`config.mk`:
```
export PLATFORM = sky130hd
export DESIGN_NAME = fifo_wr_arbiter
export DESIGN_NICKNAME = d
export VERILOG_FILES = /design/src/rtl/fifo_arb_pkg.sv /design/src/rtl/rr_priority_enc.sv /design/src/rtl/fifo_wr_arbiter.sv
export SDC_FILE = /design/constraint.sdc
export NUM_CORES = 1
export LEC_CHECK = 0
export ABC_CLOCK_PERIOD_IN_PS = 14560
export CORE_MARGIN = 3
export CORE_UTILIZATION = 38
export DETAILED_ROUTE_END_ITERATION = 10
export GPL_TIMING_DRIVEN = 0
export MAX_ROUTING_LAYER = met4
export PLACE_DENSITY = 0.86
export SLEW_MARGIN = 10
export SYNTH_ARGS = -nofsm -noshare
export SYNTH_HDL_FRONTEND = slang
export SYNTH_HIERARCHICAL = 1
export SYNTH_SLANG_ARGS = --single-unit
```
`constraint.sdc`:
```
create_clock -name clk -period 14.56 [get_ports clk]
set_clock_uncertainty 0.15 [all_clocks]
set_input_delay 3.64 -clock clk [delete_from_list [all_inputs] [get_ports clk]]
set_output_delay 3.64 -clock clk [all_outputs]
set_load 0.01 [all_outputs]
```
`src/rtl/fifo_arb_pkg.sv`:
```
// Shared types and defaults for the FIFO write-port arbiter.
package fifo_arb_pkg;

  localparam int ARB_NREQ = 4;
  localparam int ARB_DW   = 8;
  localparam int ARB_PW   = $clog2(ARB_NREQ);

  typedef enum logic [0:0] {
    IDLE   = 1'b0,
    LOCKED = 1'b1
  } arb_state_t;

  typedef struct packed {
    logic              found;
    logic [ARB_PW-1:0] idx;
  } rr_pick_t;

  // Round-robin pick for the default requester count: first set bit of req
  // at or above ptr, wrapping modulo ARB_NREQ.
  function automatic rr_pick_t rr_pick(input logic [ARB_NREQ-1:0] req,
                                       input logic [ARB_PW-1:0]   ptr);
    rr_pick_t          r;
    logic [ARB_PW-1:0] j;
    r = '0;
    // Walk offsets from farthest to nearest so the nearest hit wins.
    for (int k = ARB_NREQ - 1; k >= 0; k--) begin
      j = ARB_PW'((int'(ptr) + k) % ARB_NREQ);
      if (req[j]) begin
        r.found = 1'b1;
        r.idx   = j;
      end
    end
    return r;
  endfunction

endpackage

```
`src/rtl/rr_priority_enc.sv`:
```
// Rotate-then-priority-encode: returns the first asserted request at or
// above i_ptr, wrapping modulo NREQ. Purely combinational.
module rr_priority_enc
  import fifo_arb_pkg::*;
#(
  parameter  int NREQ = ARB_NREQ,
  localparam int PW   = $clog2(NREQ)
) (
  input  logic [NREQ-1:0] i_req,
  input  logic [PW-1:0]   i_ptr,
  output logic [PW-1:0]   o_idx,
  output logic            o_valid
);

  logic [2*NREQ-1:0] w_dbl;
  logic [NREQ-1:0]   w_rot;
  logic [PW-1:0]     w_off;
  logic [PW:0]       w_sum;

  // Bit k of w_rot is request (i_ptr + k) mod NREQ.
  assign w_dbl = {i_req, i_req};
  assign w_rot = w_dbl[i_ptr +: NREQ];

  // Lowest set offset in the rotated vector, then un-rotate back to an index.
  always_comb begin
    // NOTE: every output of a combinational block gets a default before any
    // conditional assignment, otherwise a latch is inferred.
    w_off = '0;
    for (int k = NREQ - 1; k >= 0; k--) begin
      if (w_rot[k]) w_off = PW'(k);
    end
    w_sum   = {1'b0, i_ptr} + {1'b0, w_off};
    o_valid = |w_rot;
    o_idx   = (w_sum >= (PW+1)'(NREQ)) ? PW'(w_sum - (PW+1)'(NREQ)) : PW'(w_sum);
  end

endmodule

```
`src/rtl/fifo_wr_arbiter.sv`:
```
// Round-robin arbiter sharing one FIFO write port between NREQ producers.
// A multi-word packet locks the port to its producer until its last word.
module fifo_wr_arbiter
  import fifo_arb_pkg::*;
#(
  parameter  int NREQ = ARB_NREQ,
  parameter  int DW   = ARB_DW,
  localparam int PW   = $clog2(NREQ)
) (
  input  logic             clk,
  input  logic             reset,
  input  logic [NREQ-1:0]  i_req,
  input  logic [NREQ*DW-1:0] i_wdata,
  input  logic [NREQ-1:0]  i_last,
  input  logic             i_fifo_full,
  output logic [NREQ-1:0]  o_gnt,
  output logic             o_fifo_wr,
  output logic [DW-1:0]    o_fifo_wdata,
  output logic [PW-1:0]    o_owner,
  output logic             o_locked
);

  localparam logic [0:0] ST_IDLE   = IDLE;
  localparam logic [0:0] ST_LOCKED = LOCKED;

  logic [0:0]    r_state;
  logic [PW-1:0] r_rr_ptr;
  logic [PW-1:0] r_owner;

  logic [PW-1:0] w_enc_idx;
  logic          w_enc_valid;
  logic [PW-1:0] w_win_idx;
  logic          w_win_valid;
  logic          w_win_last;
  logic          w_grant;
  logic [PW-1:0] w_next_ptr;

  rr_priority_enc #(.NREQ(NREQ)) u_enc (
    .i_req   (i_req),
    .i_ptr   (r_rr_ptr),
    .o_idx   (w_enc_idx),
    .o_valid (w_enc_valid)
  );

  // Winner selection: round-robin search when idle, owner only when locked.
  always_comb begin
    w_win_idx   = w_enc_idx;
    w_win_valid = w_enc_valid;
    if (r_state == ST_LOCKED) begin
      w_win_idx   = r_owner;
      w_win_valid = i_req[r_owner];
    end
    w_grant    = w_win_valid & ~i_fifo_full;
    w_win_last = i_last[w_win_idx];
    w_next_ptr = (w_win_idx == PW'(NREQ - 1)) ? '0 : w_win_idx + PW'(1);
  end

  // One-hot grant and write-data mux; data is zero when nothing is granted.
  always_comb begin
    o_gnt        = '0;
    o_fifo_wdata = '0;
    for (int i = 0; i < NREQ; i++) begin
      if (w_grant && (w_win_idx == PW'(i))) begin
        o_gnt[i]     = 1'b1;
        o_fifo_wdata = i_wdata[i*DW +: DW];
      end
    end
  end

  assign o_fifo_wr = |o_gnt;
  assign o_locked  = (r_state == ST_LOCKED);
  assign o_owner   = r_owner;

  // State, round-robin pointer and owner advance only on a granted word.
  always_ff @(posedge clk) begin
    // NOTE: sequential state uses non-blocking assignments so every register
    // samples pre-edge values regardless of statement order.
    if (reset) begin
      r_state  <= ST_IDLE;
      r_rr_ptr <= '0;
      r_owner  <= '0;
    end else if (w_grant) begin
      if (w_win_last) begin
        r_state  <= ST_IDLE;
        r_rr_ptr <= w_next_ptr;
      end else if (r_state == ST_IDLE) begin
        r_state <= ST_LOCKED;
        r_owner <= w_win_idx;
      end
    end
  end

endmodule
```
==> key figures, run 1 <==
Synthesis
  • Number of enable flip-flop cells after synthesis: 0
  • Syn avg cell area: 7.39 µm²
  • Synth Area in Adders: 7.36%
  • Count leader, synth: a21oi_1
  • Synth async-reset ratio: 0%
  • Post-Syn Instances: 115
  • Commonest cells in the netlist: a21oi_1 (16), nor2b_1 (13), nor2_1 (9), nor3_1 (9), a221oi_1 (8)
  • Synthesized Nets: 163
  • Largest family of logic cells by synthesized area: simple AND/OR/NAND/NOR gates
  • Synth cell types: 34
  • Area share of xor/xnor cells in the synthesized design: 2.06%
  • Post-synthesis mux area share: 13.1%
  • Seq cells post-synth: 5
  • Warnings, synthesis: 6
  • Top_reg_cell synth: dfxtp_1
  • Synth area leaders: dfxtp_1 (12%), nor2b_1 (9.6%), a21oi_1 (9.4%), a221oi_1 (8.2%), ha_1 (7.4%)
  • Simple-Gate Fraction of Synth Area: 31.2%
  • Top-area cell type share of the netlist area: 11.8%
  • Register area share after synthesis: 11.8%
  • Synth Area in Compound Gates: 28.1%
  • Area of the mapped netlist: 850 µm²
  • Synth area leader: dfxtp_1

Floorplanning
  • Starting Density: 41.6%
  • Top-Level Pins: 59
  • Row count: 16
  • Die W: 53.3 µm
  • Core Box Area: 0.00204 mm²
  • Die H: 53.3 µm
  • Die ar.: 0.00284 mm²

Worst setup path
  • CP startpoint kind: input port
  • Req. time, crit path: 10.77 ns
  • Worst setup EP type: output pin
  • CP Max Fanout: 10
  • CP Data Arrival Time: 7.80 ns
  • R2R Setup Slk: 11.09 ns
  • CP Class: input port to output pin

Min path
  • Hold crit path type: flop to flop

Route
  • Via-to-Cell Ratio: 5.43
  • Drc violations: 0
  • Routed WL per cell: 14.5 µm
  • WL final: 2950 µm
  • Router iterations before antenna repair: 4
  • DR iter-0 viols: 16
  • Overall via count from detail_route: 1108
  • Routed Antenna Nets: 0

Final layout
  • Antenna diodes: 0
  • Fill cells: 168
  • Finished Layout Cells: 204
  • Layout area overhead: 75.4%
  • Fraction of layout cells with a size suffix above 1: 6.78%
  • Final net count: 226

CTS
  • CTS tree: yes
  • Hold buffer count at cts: 0
  • # resized after CTS: 0
  • CTS clk-pin slew, worst paths: 0.04 ns
  • CTS H-tree lvls: 1
  • Post-CTS Setup Bufs: 0
  • CTS max path bufs: 2
  • # clock sinks: 5
  • Clk_lat worst skew: 0.24 ns
  • CTS Root Buffer Type: clkbuf_4
  • Num CTS Buffers: 3

GRT
  • Number of global-route vias before repair: 1072
  • GRT Total Usage: 20.5%
  • Antenna violations before repair: 0
  • First-pass GRT wire length: 4350 µm
  • Pin count of the biggest net entering global routing: 11
  • Overflow after GRT: 0

Power and ir drop
  • Worst IR Drop VDD: 0.125 mV
  • Pwr/cell area: 233 mW/mm²
  • Static Leak: 0.572 nW

Flow run
  • Max-Cap Viols: 0

Placement
  • Dpl hpwl: 2370 µm
  • Post-Place Cells: 200
  • Port bufs: 58
  • RePlAce Congestion: 0.809
  • Pre-CTS WS: 3.06 ns

STA
  • Final Slew Violations: 0
  • Hold Violations, Final: 0
  • Sum Neg Setup Slack: 0 ns
  • Final period util: 79.6%
  • Tmin final: 11.59 ns
  • Hold Slack: 0.387 ns
  • Final Setup Violations: 0
  • Slew @ Worst Pin: 0.443 ns
  • Max frequency: 86.3 MHz
  • RSZ-0062 raised after global routing: no
  • Worst Setup Slack, final: 2.97 ns
  • Rel. slew slack: 70.5%

Run status
  • Status: completed
-- cell type report --
cell class / count / area (µm²) / area share [%]
buffer: 7 / 35.0 / 2.35
clock buffer: 4 / 26.3 / 1.76
inverter: 5 / 18.8 / 1.26
multi-input combinational: 98 / 696 / 46.7
sequential: 5 / 100 / 6.72
tap: 27 / 33.8 / 2.27
timing repair buffer: 58 / 581 / 39.0
-- critical path, stage by stage --
cell	delay, ns
clkdlybuf4s50_1	0.65
nor2b_1	0.12
a21oi_1	0.15
o22ai_1	0.10
o21a_1	0.19
ha_1	0.19
xnor2_1	0.21
xnor2_1	0.10
nor2b_1	0.15
a21oi_1	0.35
ha_1	0.22
clkbuf_1	0.34
nor2b_1	0.08
clkbuf_1	0.21
a221oi_1	0.28
nor3_1	0.08
a21oi_1	0.15
nor2_1	0.07
clkdlybuf4s50_1	0.48
-- path summary, 6_finish.rpt --
| path | start | to | depth (start not counted) |
|---|---|---|---|
| min reg2reg | o_owner[1]$_SDFFE_PP0P_ | o_owner[1]$_SDFFE_PP0P_ | 2 |
| max | i_req[0] | o_fifo_wdata[3] | 19 |
| min | o_owner[1]$_SDFFE_PP0P_ | o_owner[1]$_SDFFE_PP0P_ | 2 |
| max reg2reg | r_rr_ptr[1]$_SDFFE_PP0P_ | r_rr_ptr[0]$_SDFFE_PP0P_ | 14 |
-- state kept, by name (all words and copies together), names as in the netlist --
register	flops
o_locked	1
o_owner	2
r_rr_ptr	2
-- cell usage in the layout, fill, tap and decap left out, types with 2 or more instances in the layout --
cell type        instances
and2_1                   4
clkdlybuf4s50_1         58
dfxtp_1                  5
ha_1                     5
or4_1                    2
o21ai_0                  5
clkbuf_4                 3
a221oi_1                 8
nand2b_1                 3
xnor2_1                  2
mux2i_1                  4
nor2b_1                 13
a21oi_1                 16
nand3_1                  2
nor2_1                   9
clkbuf_1                 6
nor3_1                   9
inv_1                    5
-- logic make-up after synthesis --
kind of cell,count (synthesis)
multiplexers,8
buffers and inverters,12
AND/OR/NAND/NOR,47
adder cells (fa/ha/maj),5
AO/OA/AOI/OAI,36
XOR/XNOR,2
flip-flops,5
-- metrics by stage --
stage | utilization, % | power [W] | cell area, µm²
3_3_place_gp | 71.7 | 0.000320 | 1460
6_report | 73.0 | 0.000347 | 1490
3_5_place_dp | 71.7 | 0.000330 | 1460
2_1_floorplan | - | 0.000225 | 850
4_1_cts | 73.0 | 0.000347 | 1490
5_1_grt | 73.0 | 0.000383 | 1490
-- metal layers --
layer | wire length (µm) | global-route usage [%] | share of wire (%)
met2 | 1390 | 37.3 | 47
met5 | 0 | - | 0
met1 | 1200 | 22.3 | 41
met4 | 0 | 3.83 | 0
met3 | 356 | 5.35 | 12
-- where the power goes --
part | internal (W) | switching [W] | total, W
registers | 0.0000192 | 0.00000821 | 0.0000274
clock network | 0.0000104 | 0.00000585 | 0.0000162
logic | 0.000153 | 0.000150 | 0.000303
No activity file was read; power rests on OpenSTA's default activity.
==> run 2: changes to the inputs <==
- ABC_CLOCK_PERIOD_IN_PS: 14560 -> 9900
- CORE_UTILIZATION: 38 -> 32
- PLACE_DENSITY: 0.86 -> 0.77
- clock period: 14.56 -> 9.9 ns (I/O delays scaled with it)
==> run 2 against run 1 <==
  * Sequential cell count is the same
  * Critical endpoint is now o_fifo_wdata[2]
  * Largest cell class unchanged
  * Non-clock buffer count did not move
  * Register-to-register slack lost 4.6 ns
  * Clock-buffer cell count unchanged
  * Die area up 17%
==> key figures, run 2 (synthesis results as in run 1) <==
STA
  • Tmin final: 9.14 ns
  • Hold Violations, Final: 0
  • Final period util: 92.3%
  • Slew @ Worst Pin: 0.475 ns
  • Rel. slew slack: 68.3%
  • Final Slew Violations: 0
  • RSZ-0062 raised after global routing: no
  • Max frequency: 109 MHz
  • Sum Neg Setup Slack: 0 ns
  • Worst Setup Slack, final: 0.758 ns
  • Final Setup Violations: 0

Floorplanning
  • Core Box Area: 0.00250 mm²
  • Die H: 57.5 µm
  • Top-Level Pins: 59
  • Die W: 57.5 µm
  • Starting Density: 34.0%
  • Row count: 18
  • Die ar.: 0.00331 mm²

Worst setup path
  • CP Data Arrival Time: 6.52 ns
  • Worst setup EP type: output pin
  • CP Max Fanout: 10
  • CP Class: input port to output pin
  • CP startpoint kind: input port
  • Req. time, crit path: 7.28 ns
  • R2R Setup Slk: 6.51 ns

Route
  • Routed WL per cell: 14.7 µm
  • Via-to-Cell Ratio: 5.39
  • Drc violations: 0
  • Router iterations before antenna repair: 4
  • Overall via count from detail_route: 1116
  • WL final: 3040 µm
  • Routed Antenna Nets: 0
  • DR iter-0 viols: 64

Power and ir drop
  • Switching Share: 47.3%
  • Tot Pwr: 0.000508 W
  • Reg power frac: 8.0%
  • Total net switching power: 0.000240 W
  • Int Pwr: 0.000268 W
  • Static Leak: 0.572 nW
  • Clock Power Share: 4.7%
  • Pwr/cell area: 340 mW/mm²
  • Worst IR Drop VDD: 0.220 mV
  • Logic pwr share: 87.2%

CTS
  • CTS clk-pin slew, worst paths: 0.04 ns
  • CTS Root Buffer Type: clkbuf_4
  • # resized after CTS: 0
  • Post-CTS Setup Bufs: 0
  • Clk_lat worst skew: 0.24 ns
  • # clock sinks: 5
  • CTS max path bufs: 2
  • Hold buffer count at cts: 0
  • CTS H-tree lvls: 1
  • CTS tree: yes
  • Num CTS Buffers: 3

GRT
  • Antenna violations before repair: 0
  • Pin count of the biggest net entering global routing: 11
  • Number of global-route vias before repair: 1100
  • Overflow after GRT: 0
  • First-pass GRT wire length: 4850 µm
  • GRT Total Usage: 18.7%

Final layout
  • Layout area overhead: 75.8%
  • Most common cell after layout, fill and taps aside: clkdlybuf4s50_1
  • Fraction of layout cells with a size suffix above 1: 6.78%
  • Final net count: 226
  • Antenna diodes: 0
  • Finished Layout Cells: 207
  • Most frequent cells in the layout: clkdlybuf4s50_1 (58), a21oi_1 (16), nor2b_1 (13), nor3_1 (9), nor2_1 (9)

Placement
  • Post-Place Cells: 203
  • Port bufs: 58
  • Pre-CTS WS: 0.770 ns
  • Dpl hpwl: 2430 µm
  • RePlAce Congestion: 0.854

Flow run
  • Max-Cap Viols: 0

Run status
  • Status: completed

Min path
  • Hold crit path type: flop to flop
-- run 2: cell counts in the layout (fill, tap and decap cells not counted) --
Identical to the previous run, type by type.
-- run 2: layer usage --
metal  vias to the layer above  global-route usage, %  share of wire (%)
met5                         -                      -                  0
li1                        545                      -                  -
met3                         0                   3.85                9.2
met4                         0                   1.99                  0
met2                        52                   33.1                 47
met1                       519                   22.4                 44
-- run 2: area by class of cell --
| cell class | instances | area [µm²] |
|---|---|---|
| fillers | 242 | 1010 |
| plain buffers | 7 | 35.0 |
| inverters | 5 | 18.8 |
| flip-flops and latches | 5 | 100 |
| well taps | 30 | 37.5 |
| clock buffers | 4 | 26.3 |
| repair buffers | 58 | 581 |
| multi-input cells | 98 | 696 |
-- run 2: power groups by stage --
stage / registers [W] / logic [W] / clock network (W)
2_1_floorplan: 0.0000396 / 0.000292 / 0
3_3_place_gp: 0.0000403 / 0.000434 / 0
3_5_place_dp: 0.0000415 / 0.000443 / 0
4_1_cts: 0.0000412 / 0.000446 / 0.0000251
5_1_grt: 0.0000436 / 0.000490 / 0.0000260
6_report: 0.0000409 / 0.000443 / 0.0000241
-- run 2: metrics by stage --
| step | utilization (%) | instance area, µm² | hold slack, ns |
|---|---|---|---|
| finish | 59.8 | 1490 | 0.391 |
| floorplan | - | 850 | 0.363 |
| CTS | 59.8 | 1490 | 0.401 |
| global route | 59.8 | 1490 | 0.438 |
| detailed placement | 58.7 | 1470 | 0.391 |
| global placement | 58.7 | 1470 | 0.371 |
-- run 2: worst paths after layout --
check / to / startpoint / depth (start not counted)
max: o_fifo_wdata[2] / i_req[0] / 19
min: o_owner[1]$_SDFFE_PP0P_ / o_owner[1]$_SDFFE_PP0P_ / 2
max reg2reg: r_rr_ptr[0]$_SDFFE_PP0P_ / r_rr_ptr[1]$_SDFFE_PP0P_ / 14
min reg2reg: o_owner[1]$_SDFFE_PP0P_ / o_owner[1]$_SDFFE_PP0P_ / 2
-- run 2: critical path, cell delays in order --
cell,delay (ns)
clkdlybuf4s50_1,0.65
nor2b_1,0.13
a21oi_1,0.13
o22ai_1,0.09
o21a_1,0.19
ha_1,0.19
xnor2_1,0.13
xnor2_1,0.13
nor2b_1,0.15
a21oi_1,0.36
ha_1,0.22
clkbuf_1,0.35
nor2b_1,0.09
clkbuf_1,0.21
a221oi_1,0.29
nor3_1,0.08
a21oi_1,0.14
nor2_1,0.05
clkdlybuf4s50_1,0.48
